## src/rtl/back_icon_eu_rx_port_pkg.sv

```systemverilog
// Shared datatypes for the backend interconnect (icon) receive port of an execution unit.
// Producer addresses, receiver lists and operand-wait slot records.
package back_icon_eu_rx_port_pkg;

  localparam int ICON_NUM_EUS = 8;
  localparam int ICON_EU_W    = 3;
  localparam int ICON_UNIT_W  = 3;
  localparam int ICON_DATA_W  = 32;

  typedef struct packed {
    logic [ICON_EU_W-1:0]   eu;
    logic [ICON_UNIT_W-1:0] unit;
  } type_exec_unit_addr;

  typedef struct packed {
    logic [ICON_NUM_EUS-1:0] eus;
  } type_icon_receivers_list;

  typedef struct packed {
    logic                   present;
    type_exec_unit_addr     tag;
    logic [ICON_DATA_W-1:0] data;
  } type_icon_rx_operand;

  typedef struct packed {
    logic                      valid;
    type_icon_rx_operand [1:0] ops;
  } type_icon_rx_slot;

  typedef enum logic [1:0] {
    SLOT_IDLE,
    SLOT_WAIT,
    SLOT_READY
  } type_icon_rx_slot_state;

  function automatic type_icon_rx_slot_state slot_state(input logic valid,
                                                        input logic [1:0] present);
    type_icon_rx_slot_state st;
    if (!valid)        st = SLOT_IDLE;
    else if (&present) st = SLOT_READY;
    else               st = SLOT_WAIT;
    return st;
  endfunction

endpackage

```

## src/rtl/back_icon_eu_rx_port_slot.sv

```systemverilog
// One operand-wait slot: holds two tagged operands and captures them from matching icon channels.
// The alloc path is matched too, so a delivery coinciding with allocation is not lost.
module back_icon_rx_slot
  import back_icon_eu_rx_port_pkg::*;
#(
  parameter int NUM_ICON_CHANNELS = 4,
  parameter int DATA_WIDTH        = 32
) (
  input  logic                                         clk,
  input  logic                                         reset_n,
  input  logic                                         alloc_i,
  input  logic                                         free_i,
  input  type_exec_unit_addr [1:0]                     alloc_tag_i,
  input  logic [1:0]                                   alloc_rdy_i,
  input  logic [1:0][DATA_WIDTH-1:0]                   alloc_data_i,
  input  logic [NUM_ICON_CHANNELS-1:0]                 ch_en_i,
  input  type_exec_unit_addr [NUM_ICON_CHANNELS-1:0]   ch_src_i,
  input  logic [NUM_ICON_CHANNELS-1:0][DATA_WIDTH-1:0] ch_data_i,
  output logic                                         valid_o,
  output logic                                         ready_o,
  output logic [NUM_ICON_CHANNELS-1:0]                 match_o,
  output logic [1:0][DATA_WIDTH-1:0]                   data_o
);

  logic                        valid_q, valid_d;
  logic [1:0]                  present_q, present_d;
  type_exec_unit_addr [1:0]    tag_q, tag_d;
  logic [1:0][DATA_WIDTH-1:0]  data_q, data_d;
  logic [1:0]                  waiting;
  type_exec_unit_addr [1:0]    cmp_tag;

  always_comb begin
    valid_d   = valid_q;
    present_d = present_q;
    tag_d     = tag_q;
    data_d    = data_q;
    match_o   = '0;
    waiting   = '0;
    cmp_tag   = tag_q;

    if (alloc_i) begin
      valid_d   = 1'b1;
      present_d = alloc_rdy_i;
      tag_d     = alloc_tag_i;
      data_d    = alloc_data_i;
      waiting   = ~alloc_rdy_i;
      cmp_tag   = alloc_tag_i;
    end else begin
      waiting = {2{valid_q}} & ~present_q;
      if (free_i) begin
        valid_d   = 1'b0;
        present_d = '0;
      end
    end

    // Descending scan so the lowest matching channel is the last writer of the operand data.
    for (int k = 0; k < 2; k++) begin
      for (int ch = NUM_ICON_CHANNELS - 1; ch >= 0; ch--) begin
        if (ch_en_i[ch] && waiting[k] && (ch_src_i[ch] == cmp_tag[k])) begin
          match_o[ch]  = 1'b1;
          present_d[k] = 1'b1;
          data_d[k]    = ch_data_i[ch];
        end
      end
    end
  end

  always_ff @(posedge clk) begin
    if (!reset_n) begin
      valid_q   <= 1'b0;
      present_q <= '0;
    end else begin
      valid_q   <= valid_d;
      present_q <= present_d;
    end
  end

  always_ff @(posedge clk) begin
    tag_q  <= tag_d;
    data_q <= data_d;
  end

  assign valid_o = valid_q;
  assign ready_o = (slot_state(valid_q, present_q) == SLOT_READY);
  assign data_o  = data_q;

endmodule

```

## src/rtl/back_icon_eu_rx_port.sv

```systemverilog
// Icon receive port for one execution unit: operand-wait slots, per-channel delivery success,
// and a valid/ready issue port that freezes its selection while stalled.
module back_icon_eu_rx_port
  import back_icon_eu_rx_port_pkg::*;
#(
  parameter int NUM_ICON_CHANNELS = 4,
  parameter int NUM_SLOTS         = 4,
  parameter int DATA_WIDTH        = 32,
  parameter int EU_IDX            = 0
) (
  input  logic                                         clk,
  input  logic                                         reset_n,
  input  logic                                         alloc_valid_i,
  output logic                                         alloc_ready_o,
  input  type_exec_unit_addr [1:0]                     alloc_tag_i,
  input  logic [1:0]                                   alloc_rdy_i,
  input  logic [1:0][DATA_WIDTH-1:0]                   alloc_data_i,
  input  logic [NUM_ICON_CHANNELS-1:0]                 ch_en_i,
  input  type_exec_unit_addr [NUM_ICON_CHANNELS-1:0]   ch_src_i,
  input  logic [NUM_ICON_CHANNELS-1:0][DATA_WIDTH-1:0] ch_data_i,
  output logic [NUM_ICON_CHANNELS-1:0]                 success_o,
  output logic                                         issue_valid_o,
  input  logic                                         issue_ready_i,
  output logic [1:0][DATA_WIDTH-1:0]                   issue_data_o,
  output logic [$clog2(NUM_SLOTS)-1:0]                 issue_slot_o
);

  localparam int SLOT_W = $clog2(NUM_SLOTS);

  if (EU_IDX < 0 || EU_IDX >= ICON_NUM_EUS || NUM_SLOTS < 2) begin : g_param_check
    $error("back_icon_eu_rx_port: EU_IDX or NUM_SLOTS out of range");
  end

  logic [NUM_SLOTS-1:0]               slot_valid, slot_ready, slot_alloc, slot_free;
  logic [NUM_ICON_CHANNELS-1:0]       slot_match [NUM_SLOTS];
  logic [1:0][DATA_WIDTH-1:0]         slot_data  [NUM_SLOTS];

  logic              free_found, rdy_found;
  logic [SLOT_W-1:0] free_idx, rdy_idx, sel_slot;
  logic              alloc_fire, issue_fire;
  logic              hold_q, hold_d;
  logic [SLOT_W-1:0] hold_slot_q, hold_slot_d;

  always_comb begin
    free_found = 1'b0;
    free_idx   = '0;
    rdy_found  = 1'b0;
    rdy_idx    = '0;
    for (int s = NUM_SLOTS - 1; s >= 0; s--) begin
      if (!slot_valid[s]) begin
        free_found = 1'b1;
        free_idx   = SLOT_W'(s);
      end
      if (slot_ready[s]) begin
        rdy_found = 1'b1;
        rdy_idx   = SLOT_W'(s);
      end
    end
  end

  assign alloc_ready_o = free_found;
  assign alloc_fire    = alloc_valid_i & alloc_ready_o & reset_n;

  // A stalled issue keeps its slot even if a lower-index slot becomes ready meanwhile.
  assign sel_slot      = hold_q ? hold_slot_q : rdy_idx;
  assign issue_valid_o = hold_q | rdy_found;
  assign issue_fire    = issue_valid_o & issue_ready_i;
  assign issue_slot_o  = issue_valid_o ? sel_slot : '0;
  assign issue_data_o  = issue_valid_o ? slot_data[sel_slot] : '0;

  for (genvar s = 0; s < NUM_SLOTS; s++) begin : g_slot
    assign slot_alloc[s] = alloc_fire && (free_idx == SLOT_W'(s));
    assign slot_free[s]  = issue_fire && (sel_slot == SLOT_W'(s));

    back_icon_rx_slot #(
      .NUM_ICON_CHANNELS (NUM_ICON_CHANNELS),
      .DATA_WIDTH        (DATA_WIDTH)
    ) u_slot (
      .clk          (clk),
      .reset_n      (reset_n),
      .alloc_i      (slot_alloc[s]),
      .free_i       (slot_free[s]),
      .alloc_tag_i  (alloc_tag_i),
      .alloc_rdy_i  (alloc_rdy_i),
      .alloc_data_i (alloc_data_i),
      .ch_en_i      (ch_en_i),
      .ch_src_i     (ch_src_i),
      .ch_data_i    (ch_data_i),
      .valid_o      (slot_valid[s]),
      .ready_o      (slot_ready[s]),
      .match_o      (slot_match[s]),
      .data_o       (slot_data[s])
    );
  end

  always_comb begin
    success_o = '0;
    for (int s = 0; s < NUM_SLOTS; s++) begin
      success_o = success_o | slot_match[s];
    end
    if (!reset_n) success_o = '0;
  end

  always_comb begin
    hold_d      = issue_valid_o & ~issue_ready_i;
    hold_slot_d = sel_slot;
  end

  always_ff @(posedge clk) begin
    if (!reset_n) hold_q <= 1'b0;
    else          hold_q <= hold_d;
  end

  always_ff @(posedge clk) begin
    hold_slot_q <= hold_slot_d;
  end

endmodule

```

## config.mk

```make
export PLATFORM = sky130hd
export DESIGN_NAME = back_icon_eu_rx_port
export DESIGN_NICKNAME = d
export VERILOG_FILES = /design/src/rtl/back_icon_eu_rx_port_pkg.sv /design/src/rtl/back_icon_eu_rx_port_slot.sv /design/src/rtl/back_icon_eu_rx_port.sv
export SDC_FILE = /design/constraint.sdc
export NUM_CORES = 1
export LEC_CHECK = 0
export BUFFER_PORTS_ARGS = -buffer_cell sky130_fd_sc_hd__buf_2
export CAP_MARGIN = 20
export CORE_MARGIN = 8
export CORE_UTILIZATION = 45
export DETAILED_ROUTE_END_ITERATION = 7
export PLACE_DENSITY = 0.64
export SKIP_LAST_GASP = 1
export SLEW_MARGIN = 20
export SYNTH_ARGS = -nofsm -noshare
export SYNTH_HDL_FRONTEND = slang
export SYNTH_SLANG_ARGS = --single-unit
export TNS_END_PERCENT = 10
```

## constraint.sdc

```tcl
create_clock -name clk -period 3.3 [get_ports clk]
set_input_delay 0.33 -clock clk [delete_from_list [all_inputs] [get_ports clk]]
set_output_delay 0.33 -clock clk [all_outputs]
set_load 0.005 [all_outputs]
```

======== After elaboration in Yosys (flattened, before gate mapping) ========
Index checks and enable logic that the tools add are counted.
word-level totals
  flip-flop bits (word level) ............. 319
  bits in latches ......................... 0
  bits in writable memories ............... 0
  memory bits (read-only) ................. 0
  logic and storage cells ................. 353
  memories kept ........................... 0
operators by class
  add/subtract/negate cells ............... 0
  multiply operators ...................... 0
  divide/modulo/power cells ............... 0
  $lt $le $gt $ge ......................... 1
  eq/ne operators ......................... 42
  shift operators ......................... 0
  multiplexer cells ....................... 155
  bitwise gates (word level) .............. 19
  reductions and logical operators ........ 98
operator list
  kind                count
  $mux 32             32
  $mux 64             7
  $eq 6x6->1          32
  $bmux 64 s2         1
  $mux 1              80
  $logic_and 1x1->1   72
  $mux 2              30
  $mux 12             4
  $reduce_bool 6->1   8
  $reduce_bool 5->1   8
  $eq 2x2->1 const B  8
  $or 4x4->4          3
  $not 2->2           5
  $and 2x2->2         4
  $reduce_and 2->1    4
  $reduce_bool 2->1   4
  $and 1x1->1         4
  $eq 2x1->1 const B  2
  $logic_not 2->1     2
  $mux 4              1
  $ge 3x3->1 const B  1
  $not 2->3           1
  $not 1->1           1
  $or 1x1->1          1

======== Depth between registers and ports, before layout ========
  depth in word-level cells ............... 17
  depth in mapped cells ................... 15
  depth with buffers taken out ............ 9

======== Hierarchy ========
A second synthesis with hierarchy kept.
unflattened totals
  cell total of the unflattened synthesis .. 2671
  area total of the unflattened synthesis .. 25480.7 um^2
by module, submodules not included
  module                times used  cells an instance  area each (um^2)
  back_icon_rx_slot     4           604                5716.7
  back_icon_eu_rx_port  1           255                2613.8

======== Worst setup path after synthesis ========
OpenSTA, ideal clock, no wires.
  path type ............................... register to register
  from .................................... register g_slot[1].u_slot.valid_q
  to ...................................... register g_slot[1].u_slot.data_q (netlist bit g_slot[1].u_slot.data_o[0]) (enable)
  arrival ................................. 2.969 ns
  data required time ...................... 2.670 ns
  slack ................................... -0.299 ns
  stages on the path, launching flop included .. 12
  period minus slack after synthesis ...... 3.599 ns
  cell sequence ........................... dfxtp_1 -> buf_4 -> nand4b_1 -> buf_4 -> buf_6 -> buf_4 -> nand4_1 -> nor3_1 -> o2111ai_1 -> buf_2 -> buf_1 -> nand4_1
between the ends
  cells in the longest elaborated chain, start to end .. 9
  elaborated cells between the ends (all ways) .. 24
  those cells by class .................... eq/ne: 5; mux: 6; bitwise: 3; reduce/logical: 10
ends and longest elaborated chain
  element                                          line                             RTL
  start: declaration                               back_icon_eu_rx_port_slot.sv:25  logic valid_q, valid_d;
  start signal: assignment                         back_icon_eu_rx_port_slot.sv:73  valid_q <= valid_d;
  $mux 1 (2 in series)                             back_icon_eu_rx_port.sv:50       if (!slot_valid[s]) begin
  $and 1x1->1 (2 in series)                        back_icon_eu_rx_port.sv:62       assign alloc_fire = alloc_valid_i & alloc_ready_o & reset_n;
  $logic_and 1x1->1                                back_icon_eu_rx_port.sv:72       assign slot_alloc[s] = alloc_fire && (free_idx == SLOT_W'(s));
  $mux 12 or $mux 2 (tied branches)                back_icon_eu_rx_port_slot.sv:41  if (alloc_i) begin
  $eq 6x6->1 or $logic_and 1x1->1 (tied branches)  back_icon_eu_rx_port_slot.sv:59  if (ch_en_i[ch] && waiting[k] && (ch_src_i[ch] == cmp_tag[k])) begin
  $logic_and 1x1->1                                back_icon_eu_rx_port_slot.sv:59
  $reduce_bool 5->1 (no source line) *             -
  end signal: assignment                           back_icon_eu_rx_port_slot.sv:80  data_q <= data_d;
  end: declaration                                 back_icon_eu_rx_port_slot.sv:28  logic [1:0][DATA_WIDTH-1:0] data_q, data_d;
Every way passes the cells marked *; elsewhere a longest branch is shown, timed or not.
A chain may end at the register's enable or synchronous reset.

======== Worst setup path after layout ========
  from .................................... register g_slot[1].u_slot.valid_q
  to ...................................... output success_o[1]
between the ends
  cells in the longest elaborated chain, start to end .. 14
  elaborated cells between the ends (all ways) .. 59
  those cells by class .................... eq/ne: 11; mux: 21; bitwise: 6; reduce/logical: 21
ends and longest elaborated chain
  element                                          line                             RTL
  $mux 1 (2 in series)                             back_icon_eu_rx_port.sv:50
  $and 1x1->1 (2 in series)                        back_icon_eu_rx_port.sv:62
  $logic_and 1x1->1                                back_icon_eu_rx_port.sv:72
  $mux 12 or $mux 2 (tied branches)                back_icon_eu_rx_port_slot.sv:41
  $eq 6x6->1 or $logic_and 1x1->1 (tied branches)  back_icon_eu_rx_port_slot.sv:59
  $logic_and 1x1->1                                back_icon_eu_rx_port_slot.sv:59
  $mux 1 (2 in series)                             back_icon_eu_rx_port_slot.sv:59
  $or 4x4->4 (2 in series)                         back_icon_eu_rx_port.sv:99       success_o = success_o | slot_match[s];
  $or 4x4->4 *                                     back_icon_eu_rx_port.sv:99
  $mux 4 *                                         back_icon_eu_rx_port.sv:101      if (!reset_n) success_o = '0;
  end: declaration                                 back_icon_eu_rx_port.sv:21       output logic [NUM_ICON_CHANNELS-1:0] success_o,
Marks and branches as above.

==> results list <==
- The final route contains approximately 28000 vias.
- Row count: slightly below 90
* Floorplan die width: between 200 and 300 um
- Number of iterations in the first detailed-routing pass: 8
- Gate Count Post-Synth: 2939
- Static leakage: between 10 and 15 nW
* Mapped Area: around 27000 um2
* Final worst slack: -0.315 ns
- CTS H-Tree Depth: 2
- Data required time of the critical path: 2.97 ns
- Number of synthesis warnings: 0
* Measured slew at the worst slew-check pin: about 0.84 ns
- Critical path arrival: 3.29 ns
- Of the cells placed in the final design, the portion with a size suffix greater than 1 is 28.7%.
- Fraction of synthesis flops using an asynchronous set or reset pin: 0%
- The smallest clock period supported by the final layout is computed as roughly 3.6 ns.
- Counting every sink on the clock net gives between 300 and 400.
- Height of the die: 260 um
- Final cell count without fillers: between 4000 and 5000
* Worst setup SP type: flop
- Once placement finished, the instance area stood at roughly 31000 um2.
* Worst path buffer plus inverter count: 5
* Placer's final routability congestion estimate: between 1 and 1.5
- Hold WS: between 0.1 and 0.15 ns
* CTS tree: done
- Once layout is done, the placed cells without fillers occupy about 33000 um2.
- For this run, the leading register cell type out of synthesis is sky130_fd_sc_hd__edfxtp_1.
- Initial Utilization: between 40% and 50%
* Worst IR drop on VDD: 291 uV
* Register clock-pin slew on the reported worst setup and hold paths: approximately 0.06 ns
- Pin placement for this block handled 310 I/O pins.
* Area overhead of the layout relative to synthesis: 23.8%
- The final count of hold timing violations came to 0.
- Crit-path max FO: 8
* Setup repair after global routing missed its margin: true
- Initial antenna violation count: 11
- Counting distinct cell types in the post-synthesis netlist gives 95.
- Yosys top cell by area: sky130_fd_sc_hd__edfxtp_1
- Worst clock skew: 0.0233 ns
* Number of register bits inferred by synthesis: around 320
* Placed cells: around 3900
* Number of max-cap violations: 0
- Pin count of the biggest net entering global routing: 69
- The clock passes through at most 3 buffers.
* Clk root buf: sky130_fd_sc_hd__clkbuf_16
- The floorplan step defined a die boundary enclosing between 60000 and 70000 um2.
- Placement Setup Slack: -0.211 ns
* Utilization after layout: 56.2%
- Antenna violation net count after detailed routing: 0
- Pins Over Slew Limit: 0
* Critical Path Sink Type: output port
- For this run, the slowest stage of the critical path takes about 0.54 ns.
- Post-Route WL: approximately 130 mm
- Using the TritonRoute via totals, the vias-per-cell ratio works out to around 7.
- Counting every net in the synthesized netlist gives about 3200.
- Dividing total power by cell area gives a power density of 349 nW/um2.
- In the post-synthesis netlist, the biggest area contributors are sky130_fd_sc_hd__edfxtp_1 29%, sky130_fd_sc_hd__mux2i_1 9.0%, sky130_fd_sc_hd__mux4_2 5.4%.
* Clock buffers created by TritonCTS: 41
- For this run the aggregate overflow at the end of global routing stands at 0.
- Share of the yosys chip area belonging to registers: about a third
- Of the available clock period, the critical path in the final layout requires 110%.
- The detailed router finished its first iteration with ~4100 violations.
- Averaged over all synthesized cells, the footprint is slightly above 9 um2.
- Yosys mapped a number of flops with a built-in enable equal to around 260.
- Setup violations remaining at the end of the flow were counted as 40.
- Drt wl/cell: about 31 um
- CORE AREA: slightly below 60000 um2
- Tracing the worst setup path back leads to its startpoint at g_slot[1].u_slot.valid_o.
- Violated checks: design-rule violations, negative setup slack
- Overall power consumption after layout is estimated at between 10 and 15 mW.
* Max Fclk: between 0.2 and 0.3 GHz
- The run finished, with violations left.
* Final total negative setup slack: -2.14 ns
- Type of the most critical hold path: in -> reg
- Traced cell by cell, the critical path runs through buf_6, nand3_4, buf_4, buf_6, nor3_4, a21oi_2, a221o_1, or4_4, buf_4, a41oi_4, buf_2.
- The worst register-to-register path begins at g_slot[1].u_slot.valid_o.
- The first global-routing pass estimated approximately 180 mm of wire.
* Hold Path Origin: alloc_rdy_i[1]
- In this run the tightest slew margin relative to its limit is a little over two fifths.
- The worst setup path is of the reg -> out kind.
* Fin nets: 3502
- Detailed-placement wirelength estimate: roughly 90 mm
* Family with the most delay on the worst path: simple AND/OR/NAND/NOR gates
* Clock latency at the later pin of the worst-skew pair: 0.60 ns
- Fillers: approximately 5200
* Number of global-route vias before repair: roughly 28000
- Number of remaining DRC errors: 4
- In this run the biggest area consumer among cell types represents 28.8% of the synthesized area.
- Total Routing Usage GR: a little over a third
- Number of port buffers: around 310
* Cell type of the slowest stage on the worst timing path: sky130_fd_sc_hd__or4_4
-- kinds of logic after synthesis --
kind of cell / count (synthesis) / synth area share [%]
compound gates: 828 / 22.0
xor+xnor: 148 / 4.85
buf+inv: 463 / 7.63
flops: 319 / 33.5
mux: 339 / 15.9
simple gates: 842 / 16.2
-- synthesized netlist by cell type (19+ instances only) --
library cell                count
sky130_fd_sc_hd__a211o_1       52
sky130_fd_sc_hd__a211oi_1      85
sky130_fd_sc_hd__a21boi_0      30
sky130_fd_sc_hd__a21oi_1      102
sky130_fd_sc_hd__a221o_1       78
sky130_fd_sc_hd__a221oi_1      19
sky130_fd_sc_hd__a22oi_1       24
sky130_fd_sc_hd__a31oi_1       41
sky130_fd_sc_hd__and2_1        69
sky130_fd_sc_hd__and3_1        32
sky130_fd_sc_hd__buf_1         28
sky130_fd_sc_hd__buf_2        102
sky130_fd_sc_hd__clkbuf_1     228
sky130_fd_sc_hd__dfxtp_1       63
sky130_fd_sc_hd__edfxtp_1     256
sky130_fd_sc_hd__inv_1         71
sky130_fd_sc_hd__mux2_2        33
sky130_fd_sc_hd__mux2i_1      240
sky130_fd_sc_hd__mux4_2        64
sky130_fd_sc_hd__nand2_1      182
sky130_fd_sc_hd__nand2b_1      22
sky130_fd_sc_hd__nand3_1       45
sky130_fd_sc_hd__nand3b_1      35
sky130_fd_sc_hd__nand4_1       22
sky130_fd_sc_hd__nor2_1       234
sky130_fd_sc_hd__nor2b_1       19
sky130_fd_sc_hd__nor3_1        97
sky130_fd_sc_hd__nor4_1        19
sky130_fd_sc_hd__o21ai_0      165
sky130_fd_sc_hd__o21bai_1      32
sky130_fd_sc_hd__o221ai_1      42
sky130_fd_sc_hd__o22ai_1       32
sky130_fd_sc_hd__o2bb2ai_1     19
sky130_fd_sc_hd__xnor2_1       85
sky130_fd_sc_hd__xor2_1        63
-- layer usage --
layer	global-route usage, %	part of all wire [%]
met1	45.2	36
met2	56.1	45
met3	9.90	13
met4	19.0	5.8
met5	0	0.038
-- area by class of cell --
type / count / area [um2] / share of cell area (%)
tap: 773 / 967 / 2.92
timing repair buffer: 670 / 5260 / 15.9
inverter: 74 / 278 / 0.839
multi-input combinational: 2158 / 16400 / 49.6
sequential: 319 / 8960 / 27.1
clock buffer: 49 / 1070 / 3.22
antenna: 7 / 17.5 / 0.0529
clock inverter: 23 / 121 / 0.367
-- final timing paths --
check | endpoint | slack [ns] | depth (start not counted)
hold / removal | g_slot[0].u_slot.present_q[1] | 0.13 | 3
setup reg to reg | g_slot[3].u_slot.data_o[14] | -0.05 | 13
hold reg to reg | g_slot[1].u_slot.tag_q[4] | 0.55 | 2
setup / recovery | success_o[1] | -0.32 | 11
-- repair_timing --
| item | in CTS | in global routing |
|---|---|---|
| pin swaps | 17 | 15 |
| buffers inserted | 33 | 16 |
| cloned | 3 | 2 |
| hold endpoints to repair | 1 | 0 |
| setup endpoints to repair | 177 | 193 |
| hold buffers | 1 | 0 |
| gates resized for setup | 67 | 60 |
-- cells in the final DEF, fill, tap and decap left out, types with 82 or more instances in the layout --
cell type                  netlist  layout
sky130_fd_sc_hd__a211oi_1       85      82
sky130_fd_sc_hd__a21oi_1       102      98
sky130_fd_sc_hd__buf_2         102     309
sky130_fd_sc_hd__buf_4          16     272
sky130_fd_sc_hd__edfxtp_1      256     256
sky130_fd_sc_hd__mux2i_1       240     233
sky130_fd_sc_hd__nand2_1       182     180
sky130_fd_sc_hd__nor2_1        234     228
sky130_fd_sc_hd__nor3_1         97      92
sky130_fd_sc_hd__o21ai_0       165     158
sky130_fd_sc_hd__xnor2_1        85      84
-- report_power, final --
part | internal, mW | switching (mW) | leakage, nW
Combinational | 1.08 | 1.52 | 10.2
Sequential | 4.56 | 0.188 | 2.85
Clock | 2.30 | 1.91 | 0.587
Total | 7.95 | 3.61 | 13.7
-- worst register-to-register path: cells and delay by family, from the launching register on --
family	cells	cell delay, ns
buffers and inverters	7	1.14
AND/OR/NAND/NOR	3	1.01
flip-flops	1	0.39
AO/OA/AOI/OAI	2	0.32
XOR/XNOR	1	0.19
-- flip-flops by register name, indices dropped and copies added (netlist names) --
register                 count
g_slot.u_slot.valid_o        4
hold_slot_q                  2
g_slot.u_slot.tag_q         48
hold_q                       1
g_slot.u_slot.data_o       256
g_slot.u_slot.present_q      8
Note: power is estimated with default switching activity, not from simulation.
